**config.mk**
```make
export PLATFORM = sky130hd
export DESIGN_NAME = nabp_line_buffer_controller
export DESIGN_NICKNAME = d
export VERILOG_FILES = /design/src/rtl/nabp_line_buffer_controller_pkg.sv /design/src/rtl/nabp_line_buffer_controller.sv
export SDC_FILE = /design/constraint.sdc
export NUM_CORES = 1
export LEC_CHECK = 0
export ABC_AREA = 1
export CAP_MARGIN = 20
export CORE_UTILIZATION = 26
export CTS_CLUSTER_DIAMETER = 60
export CTS_CLUSTER_SIZE = 40
export DETAILED_ROUTE_END_ITERATION = 10
export PLACE_DENSITY = 0.83
export SYNTH_ARGS = -nofsm -noshare
export SYNTH_HDL_FRONTEND = slang
export SYNTH_SLANG_ARGS = --single-unit
```
**constraint.sdc**
```tcl
create_clock -name clk -period 1.19 [get_ports clk]
set_input_delay 0.238 -clock clk [delete_from_list [all_inputs] [get_ports clk]]
set_output_delay 0.238 -clock clk [all_outputs]
set_load 0.02 [all_outputs]
```
**src/rtl/nabp_line_buffer_controller_pkg.sv**
```systemverilog
// Shared sizing constants for the filtered projection line buffer.
package nabp_line_buffer_controller_pkg;

  localparam int kFilteredDataLength = 16;
  localparam int kProjectionLineSize = 256;
  localparam int kSLength            = 8;

endpackage

```
**src/rtl/nabp_line_buffer_controller.sv**
```systemverilog
// Ping-pong bank controller: the filter fills one RAM bank while the
// back-projector reads the other, with banks handed over in fill order.
module nabp_line_buffer_controller
  import nabp_line_buffer_controller_pkg::*;
#(
  parameter int pDataLength = kFilteredDataLength,
  parameter int pRAMSize    = kProjectionLineSize,
  parameter int pAddrLength = kSLength
) (
  input  logic                   clk,
  input  logic                   reset,
  input  logic                   wr_valid,
  input  logic [pDataLength-1:0] wr_data,
  output logic                   wr_ready,
  output logic                   rd_bank_valid,
  input  logic                   rd_en,
  input  logic [pAddrLength-1:0] rd_addr,
  output logic [pDataLength-1:0] rd_data,
  output logic                   rd_data_valid,
  input  logic                   rd_done,
  output logic                   ram_we_0,
  output logic [pAddrLength:0]   ram_addr_0,
  output logic [pDataLength-1:0] ram_data_in_0,
  output logic                   ram_we_1,
  output logic [pAddrLength:0]   ram_addr_1,
  input  logic [pDataLength-1:0] ram_data_out_1,
  output logic                   wr_bank_o,
  output logic                   rd_bank_o
);

  localparam logic [pAddrLength-1:0] LastAddr = pAddrLength'(pRAMSize - 1);

  logic                   wrBank_q, wrBank_d;
  logic                   rdBank_q, rdBank_d;
  logic [1:0]             full_q, full_d;
  logic [pAddrLength-1:0] wrPtr_q, wrPtr_d;
  logic                   rdPend_q, rdPend_d;

  logic wrAccept;
  logic rdAccept;
  logic bankRelease;

  assign wr_ready      = !full_q[wrBank_q];
  assign rd_bank_valid = full_q[rdBank_q];

  // Reset blocks the RAM write so a sample offered during reset never lands.
  assign wrAccept    = wr_valid && wr_ready && !reset;
  assign rdAccept    = rd_en && rd_bank_valid;
  assign bankRelease = rd_done && rd_bank_valid;

  assign ram_we_0      = wrAccept;
  assign ram_addr_0    = {wrBank_q, wrPtr_q};
  assign ram_data_in_0 = wr_data;
  assign ram_we_1      = 1'b0;
  assign ram_addr_1    = {rdBank_q, rd_addr};
  assign rd_data       = ram_data_out_1;
  assign rd_data_valid = rdPend_q;
  assign wr_bank_o     = wrBank_q;
  assign rd_bank_o     = rdBank_q;

  always_comb begin
    wrBank_d = wrBank_q;
    rdBank_d = rdBank_q;
    full_d   = full_q;
    wrPtr_d  = wrPtr_q;
    rdPend_d = rdAccept;
    if (wrAccept) begin
      if (wrPtr_q == LastAddr) begin
        wrPtr_d          = '0;
        full_d[wrBank_q] = 1'b1;
        wrBank_d         = !wrBank_q;
      end else begin
        wrPtr_d = wrPtr_q + 1'b1;
      end
    end
    // The writer only touches non-full banks, so this never collides with the fill above.
    if (bankRelease) begin
      full_d[rdBank_q] = 1'b0;
      rdBank_d         = !rdBank_q;
    end
  end

  always_ff @(posedge clk) begin
    if (reset) begin
      wrBank_q <= 1'b0;
      rdBank_q <= 1'b0;
      full_q   <= 2'b00;
      wrPtr_q  <= '0;
      rdPend_q <= 1'b0;
    end else begin
      wrBank_q <= wrBank_d;
      rdBank_q <= rdBank_d;
      full_q   <= full_d;
      wrPtr_q  <= wrPtr_d;
      rdPend_q <= rdPend_d;
    end
  end

endmodule

```
# After elaboration in Yosys (flattened, before gate mapping)
# Cells that the tools add are included.
# W data, S select, Z words.
[word_totals] register_bits=13 latchBits=0 mem_bits_rw=0 mem_bits_ro=0 output_inout_bits=57 elab_cells=37 mem_count=0
[op_classes] addsub=1 multipliers=0 div=0 order_cmp=4 eq_ne=1 shifts=0 n_mux=12 n_bitwise=3 n_reduce_logical=11
[ops] operator="$add A8 B1 Y8 const B" n=1
[ops] operator="$eq A8 B8 Y1 const B" n=1
[ops] operator="$mux W8" n=1
[ops] operator="$logic_and A1 B1 Y1" n=6
[ops] operator="$mux W1" n=6
[ops] operator="$mux W2" n=3
[ops] operator="$logic_not A1 Y1" n=4
[ops] operator="$lt A1 B2 Y1 const B" n=2
[ops] operator="$and A2 B2 Y2" n=1
[ops] operator="$demux W1 S1" n=2
[ops] operator="$ge A1 B1 Y1 const B" n=2
[ops] operator="$not A2 Y2" n=1
[ops] operator="$or A2 B2 Y2" n=1
[ops] operator="$reduce_and A2 Y1" n=1

# Logic depth before layout (Yosys ltp)
# Gate-level depths: netlist (run 1).
[logic_depth] depth_word=9 mapped_depth=8 mapped_depth_nobuf=8

# Worst setup path after synthesis (run 1)
# Ideal clock, no wire load.
[synth_path] path_type="flip-flop to flip-flop" from="reg wrPtr_q[0]" to="reg wrPtr_q[3]" arrival_time_ps=1254 required_time_ps=1075 slack_ps=-179 stages_incl_launch_ff=9 n_path_buf=0 cell_sequence="dfxtp_1 > ha_1 > nand2_1 > inv_1 > nand3_1 > nor2_4 > nor2_1 > inv_1 > nor2_1"
[synth_via] elab_chain_len=2 word_cells_on_any_way=3 cone_classes="add/sub: 1; eq/ne: 1; mux: 1"
[synth_lines] element="start: declaration" line_no="nabp_line_buffer_controller.sv:36" source="logic [pAddrLength-1:0] wrPtr_q, wrPtr_d;"
[synth_lines] element="start signal: assignment" line_no="nabp_line_buffer_controller.sv:94" source="wrPtr_q <= wrPtr_d;"
[synth_lines] element="$add A8 B1 Y8 / $eq A8 B8 Y1 (equally long branches)" line_no="nabp_line_buffer_controller.sv:73, nabp_line_buffer_controller.sv:68"
[synth_lines] element="$mux W8 *" line_no="nabp_line_buffer_controller.sv:68" source="if (wrPtr_q == LastAddr) begin"
# Every way passes the cells marked *; elsewhere a longest branch is shown, timed or not.
# A chain may end at the register's enable or synchronous reset.

# Final worst setup path (run 1)
[layout_path] from="reg wrBank_q (netlist: wr_bank_o)" to="out ram_we_0"
[layout_via] elab_chain_len=5
[layout_lines] element="start: declaration" line_no="nabp_line_buffer_controller.sv:33" source="logic wrBank_q, wrBank_d;"
[layout_lines] element="start signal: assignment" line_no="nabp_line_buffer_controller.sv:91" source="wrBank_q <= wrBank_d;"
[layout_lines] element="$mux W1 (not written as such) (2 in series)" line_no="nabp_line_buffer_controller.sv:43" source="assign wr_ready = !full_q[wrBank_q];"
[layout_lines] element="$logic_not A1 Y1" line_no="nabp_line_buffer_controller.sv:43"
[layout_lines] element="$logic_and A1 B1 Y1 (2 in series)" line_no="nabp_line_buffer_controller.sv:47" source="assign wrAccept = wr_valid && wr_ready && !reset;"
[layout_lines] element="end: declaration" line_no="nabp_line_buffer_controller.sv:21" source="output logic ram_we_0,"
# No other way between the ends. The select of a mux whose other input is x is not followed.

==> results of run 1 <==
how the worst max path moves through the flow:
stage / endpoint / slack, ps / cells past startpoint
floorplan: wrPtr_q[3] / 2 / 8
global placement: ram_we_0 / -650 / 4
detailed placement: ram_we_0 / -650 / 4
CTS: ram_we_0 / -60 / 5
global route: ram_we_0 / -110 / 5
finish: ram_we_0 / -80 / 5
flip-flops by register name, indices dropped and copies added (netlist names):
name / cells
rd_data_valid: 1
wr_bank_o: 1
full_q: 2
rd_bank_o: 1
wrPtr_q: 8
layer usage:
metal	vias up	wire length, um
li1	382	-
met1	345	891
met2	23	1080
met3	9	157
met4	0	49
met5	-	0
cell usage after synthesis:
master	n	area (um2)
a21oi_1	6	30.0
buf_4	43	323
buf_6	1	11.3
conb_1	1	3.75
dfxtp_1	13	260
ha_1	1	12.5
inv_1	15	56.3
inv_2	1	3.75
nand2_1	21	78.8
nand2_2	2	12.5
nand3_1	6	30.0
nand3_4	1	17.5
nand4_1	1	6.26
nor2_1	9	33.8
nor2_2	1	6.26
nor2_4	5	56.3
nor3_1	1	5.00
nor3b_1	1	7.51
nor4_1	1	6.26
o21ai_0	2	10.0
o21ai_1	1	5.00
xnor2_1	2	17.5
xor2_1	1	8.76
final cells by class:
class | instances | area, um2 | share of cell area
sequential | 13 | 282 | 0.223
tap | 48 | 60.1 | 0.0475
clock inverter | 1 | 5.00 | 0.00396
inverter | 16 | 65.1 | 0.0514
timing repair buffer | 42 | 369 | 0.292
clock buffer | 3 | 41.3 | 0.0326
multi-input combinational | 64 | 443 | 0.350
kinds of logic after synthesis:
kind of cell | Yosys count | synth area share
xor+xnor | 3 | 0.0262
flops | 13 | 0.260
other cells | 1 | 0.00374
compound gates | 9 | 0.0449
buf+inv | 60 | 0.393
simple gates | 49 | 0.260
fa+ha+maj | 1 | 0.0125
stage by stage:
stage | setup slack (ps) | instances
6_report | -77.2 | 187
5_1_grt | -111 | 187
4_1_cts | -60.1 | 185
3_5_place_dp | -648 | 177
3_3_place_gp | -650 | 177
2_1_floorplan | 2.15 | 136
cell usage in the layout, fill, tap and decap left out, types with 5 or more instances in the layout:
cell type        Yosys  layout
nand3_1              6       5
nor2_1               9       8
buf_4               43      18
dfxtp_2              0       5
nor2_4               5       6
inv_1               15      11
dlygate4sd2_1        0       6
clkdlybuf4s15_1      0       5
nand2_1             21      16
buf_6                1       9
report_power, final:
part,switching (mW),internal (mW)
Clock,0.179,0.232
Combinational,0.0641,0.0597
Sequential,0.00858,0.437
what timing repair did:
item / in CTS / in global routing
cloned: 1 / 0
pin swaps: 4 / 7
endpoints found under the hold margin: 0 / 0
setup buffers: 3 / 2
gates resized for setup: 60 / 25
endpoints found under the setup margin: 26 / 17
==> run summary, run 1 <==
Routed Antenna Nets: 0
Worst Path Required: 950 ps
Fin crit share: 1.06
Share of cells above drive strength 1: 0.511
Worst-path clk slew: 60 ps
Worst setup startpoint: wr_bank_o
Max incr delay on CP: 370 ps
CTS Root Cell: clkbuf_8
Final Power: 980 uW
Yosys warns: 0
Port bufs: 20
Power Density: 775 mW/mm2
Failing checks: negative setup slack
Starting density of the core: 0.272
Tot GR Track Use: 0.107
Worst r2r dst: wrPtr_q[6]
Min cycle time layout: 1270 ps
Largest net degree at the start of global routing: 9
RSZ-0062 raised after global routing: yes
FF-to-FF setup slack: -50 ps
Hpwl dp: 1400 um
Syn_nets: 182
Clk sinks: 13
Cells along the critical path: inv_4, nand2_4, nand2_4, nor2_4, buf_6
Post-Syn Area: 0.00100 mm2
Nets: 186
Final instance area: 0.00126 mm2
Mapped Cells: 136
Cell Rows: 22
Average size of a mapped cell: 7.37 um2
Worst Hold Endpoint: ram_addr_1[1]
Layout Skew: 4.56 ps
# setup viols final: 8
Placement Cell Area: 0.00109 mm2
Vias: 759
Drt via density: 4.06
Max-slew violations: 0
Worst hold start: rd_addr[1]
DR iter-0 viols: 4
Hold depth: 0
Met3 usage: 0.0321
Setup crit start kind: flop
Total iterations of the first detailed-routing run: 4
Global-route wire length before repair: 3330 um
Antenna violations before repair: 0
H-tree levels: 1
Achievable Freq: 789 MHz
Met2 Usage GRT: 0.160
Critical path buffer and inverter count: 2
Worst Slack Setup Final: -77.2 ps
Reg2Reg Depth: 8
GPL Wtd Cong: 0.812
Synth cell types: 23
N_diodes: 0
Total congestion overflow: 0
Die Ht: 64.1 um
CTS tree: done
# IOs: 102
Hold-fix buffers, CTS: 0
WL final: 2170 um
Critical path type: reg -> out
CP max stage cell: dfxtp_4
DIE WIDTH: 64.1 um
VDD IR max: 0.000435 V
Setup TNS: -311 ps
Core ar.: 0.00369 mm2
DRC violation count after routing: 0
Type of element capturing the critical path: output pin
Critical path fanouts, max: 3
Worst min path class: in -> out
Gr busiest metal: met2
CTS max path bufs: 2
Met1 usage: 0.120
Worst R2R Start: wr_bank_o
Seq/Total Area, Yosys: 0.260
Total CTS buffers: 3
Worst-skew pair later-pin latency: 250 ps
#FFs+latches synth: 13
WL/cell: 11.6 um
Max-cap violations: 0
Largest delay share family, worst path: flip-flops
Status: finished with violations
Lkg Pwr: 0.566 nW
FILL cells: 398
Layout area overhead: 26.2%
Crit-path most repeated cell: nand2_4
Vias in the first global route: 747
Fin. Hold Viols: 0
DIE AREA: 0.00411 mm2
CP Data Arrival Time: 1030 ps
Util after Layout: 0.343
Min Hold Slack: 476 ps
No activity file was read; power rests on OpenSTA's default activity.
==> run 2, diff against run 1 <==
CELL_PAD_IN_SITES_DETAIL_PLACEMENT = 0   (was default)
CELL_PAD_IN_SITES_GLOBAL_PLACEMENT = 1   (was default)
CORE_ASPECT_RATIO = 0.6   (was default)
CORE_UTILIZATION = 16   (was 26)
PLACE_DENSITY = 0.82   (was 0.83)
SLEW_MARGIN = 10   (was default)
==> run summary, run 2 (synthesis gave the netlist of run 1 again) <==
Power Density: 735 mW/mm2 (was 775 mW/mm2)
Placed cells: 210 (was 177)
Port bufs: 20 (unchanged)
Max-slew violations: 0 (unchanged)
Worst-skew pair later-pin latency: 250 ps (about the same)
Commonest non-fill, non-tap cell in the layout: buf_4 (unchanged)
Max-cap violations: 0 (unchanged)
Worst Path Required: 950 ps (about the same)
DRC violation count after routing: 0 (unchanged)
Min cycle time layout: 1290 ps (was 1270 ps)
Worst setup startpoint: wr_bank_o (unchanged)
Nets: 187 (was 186)
Worst hold start: rd_addr[4] (was rd_addr[1])
WL final: 2220 um (was 2170 um)
Vias in the first global route: 715 (was 747)
Top flop regs: wrPtr_q: 8 flops, full_q: 2 flops (unchanged)
Status: finished with violations (unchanged)
Share of cells above drive strength 1: 0.529 (was 0.511)
Tot GR Track Use: 0.0716 (was 0.107)
CP Data Arrival Time: 1060 ps (was 1030 ps)
Layout area overhead: 31.3% (was 26.2%)
Starting density of the core: 0.173 (was 0.272)
Achievable Freq: 773 MHz (was 789 MHz)
Largest net degree at the start of global routing: 9 (unchanged)
Fin crit share: 1.09 (was 1.06)
# setup viols final: 12 (was 8)
Lkg Pwr: 0.572 nW (was 0.566 nW)
Routed Antenna Nets: 0 (unchanged)
Total congestion overflow: 0 (unchanged)
Finished Layout Cells: 220 (was 187)
Core ar.: 0.00581 mm2 (was 0.00369 mm2)
Vias: 759 (unchanged)
CTS max path bufs: 2 (unchanged)
N_diodes: 0 (unchanged)
VDD IR max: 0.000293 V (was 0.000435 V)
CTS tree: done (unchanged)
Setup crit start kind: flop (unchanged)
CTS Root Cell: clkbuf_8 (unchanged)
Die Ht: 63.3 um (was 64.1 um)
Drt via density: 3.45 (was 4.06)
H-tree levels: 1 (unchanged)
DR iter-0 viols: 25 (was 4)
Fin. Hold Viols: 0 (unchanged)
Layout Skew: 5.83 ps (was 4.56 ps)
Commonest non-fill, non-tap cells in the layout: buf_4 (21), nand2_1 (15), inv_1 (11) (was buf_4 (18), nand2_1 (16), inv_1 (11))
Type of element capturing the critical path: output pin (unchanged)
Critical path fanouts, max: 4 (was 3)
Failing checks: negative setup slack (unchanged)
Largest Register: wrPtr_q (unchanged)
FILL cells: 632 (was 398)
DIE AREA: 0.00659 mm2 (was 0.00411 mm2)
# IOs: 102 (unchanged)
Worst R2R Start: wr_bank_o (unchanged)
Worst min path class: in -> out (unchanged)
Worst-path clk slew: 60 ps (about the same)
Global-route wire length before repair: 3580 um (was 3330 um)
Total iterations of the first detailed-routing run: 4 (unchanged)
Max FFs per register: 8 (unchanged)
Hpwl dp: 1540 um (was 1400 um)
Antenna violations before repair: 0 (unchanged)
Total CTS buffers: 3 (unchanged)
Min Hold Slack: 476 ps (unchanged)
RSZ-0062 raised after global routing: yes (unchanged)
DIE WIDTH: 104 um (was 64.1 um)
GPL Wtd Cong: 0.710 (was 0.812)
Cell Rows: 21 (was 22)
Worst Slack Setup Final: -103 ps (was -77.2 ps)
Clk sinks: 13 (unchanged)
Critical path type: reg -> out (unchanged)
WL/cell: 10.1 um (was 11.6 um)
-- run 2: critical path, cell delays in order, from the launching register on --
cell and delay [ps]:
dfxtp_4 380, inv_4 40, nand2_4 60, nand2_4 60, nor2_4 130, buf_6 130
-- run 2: area by class of cell --
| cell class | count | area, um2 | area share |
|---|---|---|---|
| clock buffers | 3 | 41.3 | 0.0314 |
| clock inverters | 1 | 5.00 | 0.00380 |
| inverters | 16 | 65.1 | 0.0494 |
| multi-input cells | 64 | 457 | 0.347 |
| flip-flops and latches | 13 | 284 | 0.216 |
| well taps | 80 | 100 | 0.0760 |
| repair buffers | 43 | 364 | 0.277 |
-- run 2: power breakdown --
part | switching (mW) | internal (mW)
registers | 0.00852 | 0.435
clock network | 0.181 | 0.232
logic | 0.0604 | 0.0512
total | 0.250 | 0.718
-- run 2: what timing repair did --
item | 4_1_cts | 5_1_grt
setup buffers | 3 | 2
hold buffers | 0 | 0
gates cloned | 1 | 0
setup endpoints to repair | 26 | 19
pin swaps | 4 | 7
resized for setup | 58 | 30
-- run 2: worst paths after layout --
kind | to | slack [ps] | depth (start not counted)
setup / recovery | ram_we_0 | -100 | 5
hold / removal | ram_addr_1[4] | 480 | 0
setup reg to reg | wr_bank_o | -60 | 6
hold reg to reg | full_q[1] | 490 | 2
-- run 2: layer usage --
| layer | vias to the layer above | wire (um) | track usage |
|---|---|---|---|
| met1 | 353 | 1040 | 0.0892 |
| met5 | - | 0 | 0 |
| met3 | 5 | 123 | 0.0342 |
| li1 | 383 | - | - |
| met2 | 18 | 988 | 0.103 |
| met4 | 0 | 65 | 0.0339 |
-- run 2: per-stage QoR --
stage / worst slack, ps / utilization / area [um2] / TNS, ps / total power, mW
2_1_floorplan: 2.15 / - / 1030 / 0 / 0.714
3_3_place_gp: -598 / 0.195 / 1130 / -5730 / 0.563
3_5_place_dp: -633 / 0.195 / 1130 / -6120 / 0.563
4_1_cts: -84.5 / 0.209 / 1210 / -425 / 0.980
5_1_grt: -151 / 0.227 / 1320 / -1320 / 1.02
6_report: -103 / 0.227 / 1320 / -418 / 0.968
==> run 3, diff against run 2 <==
CORE_UTILIZATION = 19   (was 16)
CTS_BUF_LIST = sky130_fd_sc_hd__clkbuf_4 sky130_fd_sc_hd__clkbuf_8 sky130_fd_sc_hd__clkbuf_16   (was default)
PLACE_DENSITY = 0.9   (was 0.82)
clock period = 1.6 ns   (was 1.19 ns; I/O delays follow)
==> run summary, run 3 (synthesis gave the netlist of run 1 again) <==
CTS max path bufs: 2 (unchanged)
Worst-skew pair later-pin latency: 240 ps (was 250 ps)
Global-route wire length before repair: 2760 um (was 3580 um)
Clk sinks: 13 (unchanged)
Worst Path Required: 1280 ps (was 950 ps)
Worst min path class: reg -> reg (was in -> out)
Layout area overhead: 5.62% (was 31.3%)
Final Power: 714 uW (was 968 uW)
Routed Antenna Nets: 0 (unchanged)
Post-CTS Setup Inserts: 0 (was 3)
Worst-path clk slew: 60 ps (about the same)
WL final: 1730 um (was 2220 um)
# IOs: 102 (unchanged)
Vias in the first global route: 582 (was 715)
Antenna violations before repair: 0 (unchanged)
Min Hold Slack: 495 ps (was 476 ps)
Max FFs per register: 8 (unchanged)
Nets: 173 (was 187)
Power Density: 674 mW/mm2 (was 735 mW/mm2)
Multi-input logic area: 348 um2 (was 457 um2)
Finished Layout Cells: 192 (was 220)
Drt via density: 3.55 (was 3.45)
Critical path type: in -> out (was reg -> out)
DIE AREA: 0.00558 mm2 (was 0.00659 mm2)
FILL cells: 577 (was 632)
Commonest non-fill, non-tap cells in the layout: nand2_1 (21), inv_1 (15), dfxtp_1 (13) (was buf_4 (21), nand2_1 (15), inv_1 (11))
Fin. Hold Viols: 0 (unchanged)
Port bufs: 20 (unchanged)
Largest Register: wrPtr_q (unchanged)
H-tree levels: 1 (unchanged)
DRC violation count after routing: 0 (unchanged)
Die Ht: 58.3 um (was 63.3 um)
Commonest non-fill, non-tap cell in the layout: nand2_1 (was buf_4)
FF-to-FF setup slack: 230 ps (was -60 ps)
DIE WIDTH: 95.8 um (was 104 um)
Layout Skew: 0.942 ps (was 5.83 ps)
RSZ-0062 raised after global routing: no (was yes)
VDD IR max: 0.000269 V (was 0.000293 V)
Setup crit start kind: primary input (was flop)
Total congestion overflow: 0 (unchanged)
CP Data Arrival Time: 1230 ps (was 1060 ps)
N_diodes: 0 (unchanged)
Top flop regs: wrPtr_q: 8 flops, full_q: 2 flops (unchanged)
DR iter-0 viols: 29 (was 25)
Cell Rows: 20 (was 21)
CTS Root Cell: clkbuf_8 (unchanged)
Fin crit share: 0.966
Hpwl dp: 1400 um (was 1540 um)
Share of cells above drive strength 1: 0.214 (was 0.529)
CTS tree: done (unchanged)
# setup viols final: 0 (was 12)
Tot GR Track Use: 0.0647 (was 0.0716)
Total iterations of the first detailed-routing run: 4 (unchanged)
Seq. cell area: 260 um2 (was 284 um2)
Lkg Pwr: 0.508 nW (was 0.572 nW)
Max-slew violations: 0 (unchanged)
Max-cap violations: 0 (unchanged)
Total CTS buffers: 3 (unchanged)
Starting density of the core: 0.197 (was 0.173)
WL/cell: 9.00 um (was 10.1 um)
Core ar.: 0.00508 mm2 (was 0.00581 mm2)
Min cycle time layout: 1550 ps
Setup TNS: 0 ps (was -418 ps)
Largest net degree at the start of global routing: 10 (was 9)
GPL Wtd Cong: 0.738 (was 0.710)
Achievable Freq: 647 MHz
Status: complete, no violations (was finished with violations)
Vias: 682 (was 759)
Type of element capturing the critical path: output pin (unchanged)
Placed cells: 188 (was 210)
Critical path fanouts, max: 2 (was 4)
==> run 3: cell types whose count changed in the layout (fill, tap and decap cells not counted), sizes merged <==
cell | before | now
buf | 30 | 11
dlymetal6s2s | 0 | 3
clkbuf | 4 | 6
dlygate4sd2 | 6 | 7
clkdlybuf4s50 | 2 | 7
clkinv | 1 | 0
clkdlybuf4s15 | 4 | 0
nand3 | 8 | 7
==> run 3: final timing paths <==
check / depth (start not counted) / startpoint / to
setup / recovery: 4 / wr_valid / ram_we_0
hold / removal: 2 / full_q[1] / full_q[1]
setup reg to reg: 8 / wrPtr_q[1] / wrPtr_q[7]
hold reg to reg: 2 / full_q[1] / full_q[1]
==> run 3: metrics by stage <==
stage	area, um2	worst slack (ps)	utilization
floorplan	1000	231	-
global placement	1030	-413	0.202
detailed placement	1030	-409	0.202
CTS	1060	13.3	0.208
global route	1060	17.2	0.208
finish	1060	54.0	0.208
==> run 3: where the power goes <==
group | total, mW | leakage, nW | switching, mW | internal, mW
Combinational | 0.0698 | 0.377 | 0.0372 | 0.0326
Sequential | 0.334 | 0.105 | 0.00531 | 0.329
Clock | 0.310 | 0.0262 | 0.117 | 0.193
==> run 3: routing by layer <==
layer | track usage | wire (um)
met1 | 0.0876 | 866
met2 | 0.0898 | 745
met3 | 0.0381 | 110
met4 | 0.00853 | 4
met5 | 0 | 0
==> run 3: repair_timing <==
action / CTS / global route
gates cloned: 0 / 0
setup endpoints to repair: 10 / 5
hold buffers: 0 / 0
gates resized for setup: 13 / 8
==> run 3: layout make-up <==
class	instances	share of cell area
multi-input combinational	63	0.329
sequential	13	0.246
clock buffer	4	0.0461
tap	66	0.0780
timing repair buffer	30	0.245
inverter	16	0.0567
==> run 3: worst max-delay path, cell delays in order <==
cell and delay (ps):
clkdlybuf4s50_1 510, nand2_1 100, nor2_4 110, buf_2 170
